### config.mk
export PLATFORM = sky130hd
export DESIGN_NAME = mult_rom_arbiter_flat
export DESIGN_NICKNAME = d
export VERILOG_FILES = /design/src/rtl/mult_rom_arbiter_if.sv /design/src/rtl/mult_rom_arbiter.sv /design/src/flat_wrapper.sv
export SDC_FILE = /design/constraint.sdc
export NUM_CORES = 1
export LEC_CHECK = 0
export ABC_AREA = 0
export CAP_MARGIN = 20
export CORE_MARGIN = 10
export CORE_UTILIZATION = 29
export CTS_BUF_LIST = sky130_fd_sc_hd__clkbuf_4 sky130_fd_sc_hd__clkbuf_8
export CTS_CLUSTER_DIAMETER = 40
export CTS_CLUSTER_SIZE = 12
export DETAILED_ROUTE_END_ITERATION = 10
export PLACE_DENSITY = 0.62
export SYNTH_ARGS = -nofsm -noshare
export SYNTH_HDL_FRONTEND = slang
export SYNTH_SLANG_ARGS = --single-unit
export TNS_END_PERCENT = 5
### constraint.sdc
create_clock -name clk -period 1.3 [get_ports clk]
set_input_delay 0.13 -clock clk [delete_from_list [all_inputs] [get_ports clk]]
set_output_delay 0.13 -clock clk [all_outputs]
set_load 0.01 [all_outputs]
### src/rtl/mult_rom_arbiter_if.sv
// Requester, response and RAM-port bundle for the shared times-table ROM.
// slave is the arbiter side, master the requesters and RAM side.
interface mult_rom_arbiter_if #(
  parameter int AW = 3,
  parameter int DW = 6
);
  logic          req0_valid;
  logic          req0_ready;
  logic [AW-1:0] req0_a;
  logic [AW-1:0] req0_b;
  logic          req1_valid;
  logic          req1_ready;
  logic [AW-1:0] req1_a;
  logic [AW-1:0] req1_b;
  logic          resp0_valid;
  logic [DW-1:0] resp0_data;
  logic          resp1_valid;
  logic [DW-1:0] resp1_data;
  logic          mem_en;
  logic [2*AW-1:0] mem_addr;
  logic [DW-1:0] mem_dout;

  modport slave (
    input  req0_valid, req0_a, req0_b,
    input  req1_valid, req1_a, req1_b,
    input  mem_dout,
    output req0_ready, req1_ready,
    output resp0_valid, resp0_data,
    output resp1_valid, resp1_data,
    output mem_en, mem_addr
  );

  modport master (
    output req0_valid, req0_a, req0_b,
    output req1_valid, req1_a, req1_b,
    output mem_dout,
    input  req0_ready, req1_ready,
    input  resp0_valid, resp0_data,
    input  resp1_valid, resp1_data,
    input  mem_en, mem_addr
  );
endinterface

### src/rtl/mult_rom_arbiter.sv
// Round-robin arbiter sharing one times-table RAM port between two
// requesters; tags each read and routes the product back to its owner.
module mult_rom_arbiter #(
  parameter int AW          = 3,
  parameter int DW          = 6,
  parameter int MEM_LATENCY = 1
) (
  input logic               clk,
  input logic               rst,
  mult_rom_arbiter_if.slave bus
);

  logic ptr;
  logic gnt0;
  logic gnt1;
  logic gnt;
  logic [MEM_LATENCY-1:0] tag_v;
  logic [MEM_LATENCY-1:0] tag_id;
  logic hit0;
  logic hit1;

  // ptr=0 favours requester 0 under contention
  always_comb begin
    gnt0 = !rst && bus.req0_valid
           && (!bus.req1_valid || !ptr);
    gnt1 = !rst && bus.req1_valid
           && (!bus.req0_valid || ptr);
    gnt  = gnt0 || gnt1;
  end

  assign bus.req0_ready = gnt0;
  assign bus.req1_ready = gnt1;
  assign bus.mem_en     = gnt;

  always_comb begin
    bus.mem_addr = '0;
    unique case (1'b1)
      gnt0:    bus.mem_addr = {bus.req0_a, bus.req0_b};
      gnt1:    bus.mem_addr = {bus.req1_a, bus.req1_b};
      default: bus.mem_addr = '0;
    endcase
  end

  always_ff @(posedge clk or posedge rst) begin
    if (rst) begin
      ptr <= 1'b0;
    end else if (gnt) begin
      ptr <= gnt0;
    end
  end

  // tag stage MEM_LATENCY-1 lines up with the RAM data edge
  always_ff @(posedge clk or posedge rst) begin
    if (rst) begin
      tag_v  <= '0;
      tag_id <= '0;
    end else begin
      tag_v[0]  <= gnt;
      tag_id[0] <= gnt1;
      for (int i = 1; i < MEM_LATENCY; i++) begin
        tag_v[i]  <= tag_v[i-1];
        tag_id[i] <= tag_id[i-1];
      end
    end
  end

  assign hit0 = tag_v[MEM_LATENCY-1] && !tag_id[MEM_LATENCY-1];
  assign hit1 = tag_v[MEM_LATENCY-1] &&  tag_id[MEM_LATENCY-1];

  always_ff @(posedge clk or posedge rst) begin
    if (rst) begin
      bus.resp0_valid <= 1'b0;
      bus.resp1_valid <= 1'b0;
      bus.resp0_data  <= '0;
      bus.resp1_data  <= '0;
    end else begin
      bus.resp0_valid <= hit0;
      bus.resp1_valid <= hit1;
      if (hit0) begin
        bus.resp0_data <= bus.mem_dout;
      end
      if (hit1) begin
        bus.resp1_data <= bus.mem_dout;
      end
    end
  end

endmodule

### src/flat_wrapper.sv
// flat-port wrapper written by rule: the top's interface ports become plain ports
module mult_rom_arbiter_flat 
#(
  parameter int AW          = 3,
  parameter int DW          = 6,
  parameter int MEM_LATENCY = 1
)
  (clk, rst, bus_req0_valid, bus_req0_a, bus_req0_b, bus_req1_valid, bus_req1_a, bus_req1_b, bus_mem_dout, bus_req0_ready, bus_req1_ready, bus_resp0_valid, bus_resp0_data, bus_resp1_valid, bus_resp1_data, bus_mem_en, bus_mem_addr);
  mult_rom_arbiter_if #(.AW(AW), .DW(DW)) bus_i ();
  input logic clk;
  input logic rst;
  input wire logic [$bits(bus_i.req0_valid)-1:0] bus_req0_valid;
  input wire logic [$bits(bus_i.req0_a)-1:0] bus_req0_a;
  input wire logic [$bits(bus_i.req0_b)-1:0] bus_req0_b;
  input wire logic [$bits(bus_i.req1_valid)-1:0] bus_req1_valid;
  input wire logic [$bits(bus_i.req1_a)-1:0] bus_req1_a;
  input wire logic [$bits(bus_i.req1_b)-1:0] bus_req1_b;
  input wire logic [$bits(bus_i.mem_dout)-1:0] bus_mem_dout;
  output wire logic [$bits(bus_i.req0_ready)-1:0] bus_req0_ready;
  output wire logic [$bits(bus_i.req1_ready)-1:0] bus_req1_ready;
  output wire logic [$bits(bus_i.resp0_valid)-1:0] bus_resp0_valid;
  output wire logic [$bits(bus_i.resp0_data)-1:0] bus_resp0_data;
  output wire logic [$bits(bus_i.resp1_valid)-1:0] bus_resp1_valid;
  output wire logic [$bits(bus_i.resp1_data)-1:0] bus_resp1_data;
  output wire logic [$bits(bus_i.mem_en)-1:0] bus_mem_en;
  output wire logic [$bits(bus_i.mem_addr)-1:0] bus_mem_addr;
  assign bus_i.req0_valid = bus_req0_valid;
  assign bus_i.req0_a = bus_req0_a;
  assign bus_i.req0_b = bus_req0_b;
  assign bus_i.req1_valid = bus_req1_valid;
  assign bus_i.req1_a = bus_req1_a;
  assign bus_i.req1_b = bus_req1_b;
  assign bus_i.mem_dout = bus_mem_dout;
  assign bus_req0_ready = bus_i.req0_ready;
  assign bus_req1_ready = bus_i.req1_ready;
  assign bus_resp0_valid = bus_i.resp0_valid;
  assign bus_resp0_data = bus_i.resp0_data;
  assign bus_resp1_valid = bus_i.resp1_valid;
  assign bus_resp1_data = bus_i.resp1_data;
  assign bus_mem_en = bus_i.mem_en;
  assign bus_mem_addr = bus_i.mem_addr;
  mult_rom_arbiter #(.AW(AW), .DW(DW), .MEM_LATENCY(MEM_LATENCY)) u_core (.clk(clk), .rst(rst), .bus(bus_i));
endmodule
==> run metrics, run 1 <==
status=finished with violations; violated checks=negative setup slack; via count=between 600 and 700; Net Switching=between 0.4 and 0.5 mW; Final Max Slew Viols=0; die height=about 73 um; Setup TNS Final=-1290 ps; post-synthesis sequential area ratio=between 50% and 60%; WL/cell=15.1 um; post-synthesis register bit count=17; Pint=~1.1 mW; Worst Clk Skew=approximately 3.8 ps; Crit path arrival time=1380 ps; Gate power share=a little over a third; Clk pin slew, worst setup/hold paths=90 ps; Mapped Area=around 820 um2; FILL cells=245; Pwr Density=~1100 mW/mm2; min cycle time layout=between 1500 and 2000 ps; fin area=between 0.001 and 0.0015 mm2; Setup Crit Path Kind=reg -> out; CP max stage cell=dfrtp_1; DRC violations left=0; R2R cell count=2; dpl hpwl=~1800 um; met3 WL=approximately 350 um; Worst setup EP type=primary output; Die Width=73.3 um; IO buf count=44; net switching share of the total power=roughly 28%; most frequent cells in the layout=clkdlybuf4s50_1 (20), dfrtp_1 (17), dlygate4sd2_1 (15); Tightest Hold Check Type=in -> async; critical path startpoint=u_core.ptr; initial DRC count=24; Max Clk Rate=664 MHz; Place WS=-685 ps; critical path fanouts, max=7; Distinct cells, synth=15; critical path cell sequence=buf_6, a21bo_4, o32ai_2, buf_2; Max VDD drop=0.607 mV; Nets=138; endpoints failing setup=7; Avg Cell Area, Syn=13.1 um2; Die Area=between 0.005 and 0.006 mm2; GP Congestion=approximately 0.73; GRT Overall Usage=approximately 8.5%; # diodes=0; Starting Density=approximately 30%; clock share of power=19.3%; Critical Path End=bus_mem_addr[1]; largest net degree at the start of global routing=18; Site Rows=19; Mapped Cells=63; initial antenna violation count=0; most common cell after layout, fill and taps aside=clkdlybuf4s50_1; Worst Tran Pin Value=between 300 and 400 ps; DRT met1 WL=940 um; final wirelength=between 2000 and 2500 um; Mapped Nets=85; CTS tree=built; R2R Path Start=u_core.tag_id; sequential power share=between 40 and 50%; CP startpoint kind=register; RSZ-0062 raised after global routing=yes; capture point of the worst reg-to-reg path=u_core.bus.resp0_data[2]; clk sinks=17; FF/Latch Area=roughly 430 um2; crit-path max cell delay=around 440 ps; highest routed layer=met3; layout cells sized above 1=36.5%; Final Hold Vio Count=0; Clock Latency Late Sink=280 ps; multi-input logic area=~410 um2; worst endpoint required time=around 1200 ps; met2 routed WL=between 900 and 1000 um; vias in the first global route=between 700 and 800; R2R Setup Slk=150 ps; area delta synth->final=65.0%; Final WS setup=-205 ps; CORE AREA=0.00273 mm2; Rel. slew slack=about three quarters; Max Cap Viol=0; final global-route overflow total=0; DR vias/cell=approximately 4.5; placed inst area=roughly 0.0013 mm2; CTS Buf Count=3; post-route clock period utilization=116%; CTS HTree Levels=1; CTS Root Buffer Type=clkbuf_4; DR pass1 iterations=3; Final ANT Viol Nets=0; first-pass GRT wire length=around 3700 um; IO Pins=45; LEAKAGE=~0.64 nW; Yosys warnings=0; clk buf depth=2
[sequential cells by signal, summed over array words and instances, names as in the netlist]
name	cells
u_core.tag_v	1
u_core.ptr	1
u_core.tag_id	1
u_core.bus.resp1_valid	1
u_core.bus.resp1_data	6
u_core.bus.resp0_data	6
u_core.bus.resp0_valid	1
[layer usage]
metal  global-route usage [%]  vias to the layer above
met5                        0                        -
li1                         -                      320
met4                     1.90                        0
met2                     13.0                       39
met3                     5.65                        0
met1                     9.52                      304
[final cells by class]
cell class / instances / share of cell area [%]
inverters: 3 / 0.829
well taps: 31 / 2.85
flip-flops and latches: 17 / 31.3
clock buffers: 4 / 2.21
repair buffers: 51 / 32.6
multi-input cells: 40 / 30.2
[repair_timing]
item                       4_1_cts  5_1_grt
resized for setup               65        4
pin swaps                        1        1
setup buffers                    1        0
setup endpoints to repair       23        9
hold buffers                     0        0
[logic make-up after synthesis]
group	after synthesis	share of synthesized area, %
and+or+nand+nor	20	14.9
DFF	17	51.7
muxes	12	19.1
AOI/OAI and AO/OA	8	9.58
buffers and inverters	6	4.71
[metrics by stage]
step           instances  total power, mW  util [%]  hold slack [ps]
2_1_floorplan         63            0.928         -              216
3_3_place_gp         141             1.26      48.3              493
3_5_place_dp         141             1.27      48.3              491
4_1_cts              146             1.51      49.2              194
5_1_grt              146             1.61      49.7              220
6_report             146             1.49      49.7              186
[power by group through the flow]
stage	Combinational [mW]	Sequential, mW	Clock [mW]
floorplan	0.203	0.726	0
global placement	0.577	0.684	0
detailed placement	0.584	0.683	0
CTS	0.533	0.674	0.305
global route	0.582	0.688	0.336
finish	0.531	0.674	0.288
[synthesized netlist by cell type]
cell type | count | area (um2)
a22o_1 | 1 | 8.76
nor2b_4 | 1 | 13.8
buf_2 | 1 | 5.00
nand2_2 | 1 | 6.26
nor2_1 | 4 | 15.0
o32ai_2 | 1 | 16.3
o32ai_1 | 5 | 43.8
inv_1 | 3 | 11.3
buf_6 | 2 | 22.5
nand2b_1 | 13 | 81.3
a21bo_2 | 1 | 10.0
nor2b_1 | 1 | 6.26
mux2_4 | 6 | 90.1
mux2_2 | 6 | 67.6
dfrtp_1 | 17 | 425
[critical path: cells and delay by family, from the launching register on]
family | cells | cell delay [ps]
AOI/OAI and AO/OA | 2 | 340
DFF | 1 | 440
buffers and inverters | 2 | 320
[how the worst min path moves through the flow]
stage | startpoint | endpoint | slack, ps | cells after the start
finish | rst | u_core.tag_v | 190 | 3
global route | rst | u_core.tag_v | 220 | 3
CTS | rst | u_core.tag_v | 190 | 3
detailed placement | u_core.bus.resp1_data[2] | u_core.bus.resp1_data[2] | 490 | 1
global placement | u_core.bus.resp1_data[2] | u_core.bus.resp1_data[2] | 490 | 1
floorplan | rst | u_core.bus.resp0_data[0] | 220 | 2
Power figures use the tool's default switching activity.
==> inputs of run 2 (changes only) <==
--- a/config.mk
+++ b/config.mk
@@ -13,7 +13,8 @@
 export CTS_CLUSTER_DIAMETER = 40
 export CTS_CLUSTER_SIZE = 12
 export DETAILED_ROUTE_END_ITERATION = 10
-export PLACE_DENSITY = 0.62
+export DONT_BUFFER_PORTS = 1
+export PLACE_DENSITY_LB_ADDON = 0.08
 export SYNTH_ARGS = -nofsm -noshare
 export SYNTH_HDL_FRONTEND = slang
 export SYNTH_SLANG_ARGS = --single-unit
==> run 2 against run 1 <==
  * The flow still finishes with violations (negative setup slack)
  * Routed wire length shrank 12%
  * Fmax grew 5.5%
  * First-iteration DRC count shrank 13%
  * Critical path depth shrank 1
  * Sequential cell count is the same
  * Final cell count shrank 26%
  * Die area is the same
==> run metrics, run 2 (synthesis results as in run 1) <==
status=finished with violations; violated checks=negative setup slack; largest net degree at the start of global routing=18; Die Area=approximately 0.0054 mm2; CTS tree=built; Max VDD drop=approximately 0.6 mV; initial DRC count=21; Max Cap Viol=0; clk buf depth=2; Final WS setup=-126 ps; R2R Setup Slk=160 ps; Regs by FF count=u_core.bus.resp0_data x6, u_core.bus.resp1_data x6; IO buf count=0; Tightest Hold Check Type=in -> reg; Die Width=~73 um; crit-path max cell delay=about 440 ps; CTS Root Buffer Type=clkbuf_4; Clk pin slew, worst setup/hold paths=90 ps; Pwr Density=1240 mW/mm2; IO Pins=45; Starting Density=a little under a third; first-pass GRT wire length=approximately 3000 um; Final Max Slew Viols=0; CTS Buf Count=3; clk sinks=17; final wirelength=a little under 2000 um; Worst Clk Skew=around 5 ps; critical path startpoint=u_core.ptr; Setup Fix Bufs, Post-CTS=0; Nets=100; RSZ-0062 raised after global routing=yes; met2 routed WL=887 um; WL/cell=approximately 18 um; R2R cell count=2; Site Rows=19; Worst setup EP type=primary output; R2R Path Start=u_core.tag_id; Final Hold Vio Count=0; WHS Endpoint=u_core.tag_v; post-route insts no fill=roughly 110; post-route clock period utilization=110%; dpl cells=slightly below 100; Clock Latency Late Sink=around 280 ps; min cycle time layout=1430 ps; critical path cell sequence=a21bo_4, o32ai_1, buf_4; DR pass1 iterations=2; Setup TNS Final=-523 ps; CP startpoint kind=register; CTS HTree Levels=1; die height=between 70 and 80 um; # diodes=0; final global-route overflow total=0; Max Clk Rate=approximately 700 MHz; GRT Overall Usage=under 10%; endpoints failing setup=6; Final ANT Viol Nets=0; via count=539; Util after Layout=roughly 38%; vias in the first global route=587; most common cell after layout, fill and taps aside=dfrtp_1; DR vias/cell=4.99; LEAKAGE=0.455 nW; hold depth=2; initial antenna violation count=0; Crit path arrival time=approximately 1300 ps; area delta synth->final=24.9%; GP Congestion=roughly 0.58; Rel. slew slack=between 70% and 80%; CP max stage cell=dfrtp_1; layout cells sized above 1=around 42%; critical path fanouts, max=7; DRT met1 WL=754 um; dpl hpwl=roughly 1500 um; worst endpoint required time=~1200 ps; DRC violations left=0; Setup Crit Path Kind=reg -> out; CORE AREA=approximately 0.0027 mm2; hold path start=bus_req0_valid; highest routed layer=met4; met3 WL=around 280 um; most frequent cells in the layout=dfrtp_1 (17), nand2b_1 (13), dlygate4sd3_1 (7); Worst Tran Pin Value=316 ps; capture point of the worst reg-to-reg path=u_core.bus.resp0_data[3]
## run 2: how the worst max path moves through the flow
stage	endpoint	slack, ps	cells past startpoint
after floorplan	u_core.bus.resp0_data[0]	250	3
after global placement	bus_mem_addr[0]	-5	3
after detailed placement	bus_mem_addr[5]	-20	3
after CTS	bus_mem_addr[5]	-110	3
after global routing	bus_mem_addr[5]	-190	3
final	bus_mem_addr[1]	-130	3
## run 2: metrics by stage
stage | cell area, um2 | worst slack [ps] | power, mW | hold WS, ps
5_1_grt | 1030 | -192 | 1.37 | 89.2
3_3_place_gp | 880 | -4.87 | 0.982 | 75.3
3_5_place_dp | 880 | -23.0 | 0.985 | 73.2
6_report | 1030 | -126 | 1.28 | 56.7
2_1_floorplan | 823 | 251 | 0.928 | 216
4_1_cts | 998 | -113 | 1.29 | 47.1
## run 2: routing by layer
metal	track usage (%)	vias to the layer above
met5	0	-
met4	2.53	0
met3	4.98	2
met2	10.0	26
met1	8.65	263
li1	-	248
## run 2: worst max-delay path: cells and delay by family, from the launching register on
family                 cells  cell delay (ps)
AO/OA/AOI/OAI              2              400
buffers and inverters      1              170
flip-flops                 1              440
## run 2: what timing repair did
action / 4_1_cts / 5_1_grt
gates resized for setup: 4 / 5
hold buffers: 7 / 0
setup endpoints to repair: 9 / 8
endpoints found under the hold margin: 30 / 0
pin swaps: 1 / 2
## run 2: cell type report
| class | count | area [um2] |
|---|---|---|
| Multi-Input combinational cell | 40 | 410 |
| Inverter | 3 | 11.3 |
| Timing Repair Buffer | 13 | 115 |
| Clock buffer | 3 | 22.5 |
| Sequential cell | 17 | 425 |
| Tap cell | 31 | 38.8 |
| Fill cell | 267 | 1710 |
| Clock inverter | 1 | 5.00 |
## run 2: where the power goes
group / internal (mW) / leakage (nW) / total, mW / switching, mW
registers: 0.626 / 0.204 / 0.742 / 0.116
logic: 0.163 / 0.233 / 0.269 / 0.106
clock network: 0.114 / 0.0177 / 0.266 / 0.152
total: 0.903 / 0.455 / 1.28 / 0.375
==> inputs of run 3 (changes only) <==
--- a/config.mk
+++ b/config.mk
@@ -11,7 +11,6 @@
 export CORE_UTILIZATION = 29
 export CTS_BUF_LIST = sky130_fd_sc_hd__clkbuf_4 sky130_fd_sc_hd__clkbuf_8
 export CTS_CLUSTER_DIAMETER = 40
-export CTS_CLUSTER_SIZE = 12
 export DETAILED_ROUTE_END_ITERATION = 10
 export DONT_BUFFER_PORTS = 1
 export PLACE_DENSITY_LB_ADDON = 0.08
==> results of run 3 <==
Final layout, timing and power as in run 2 (identical DEF).
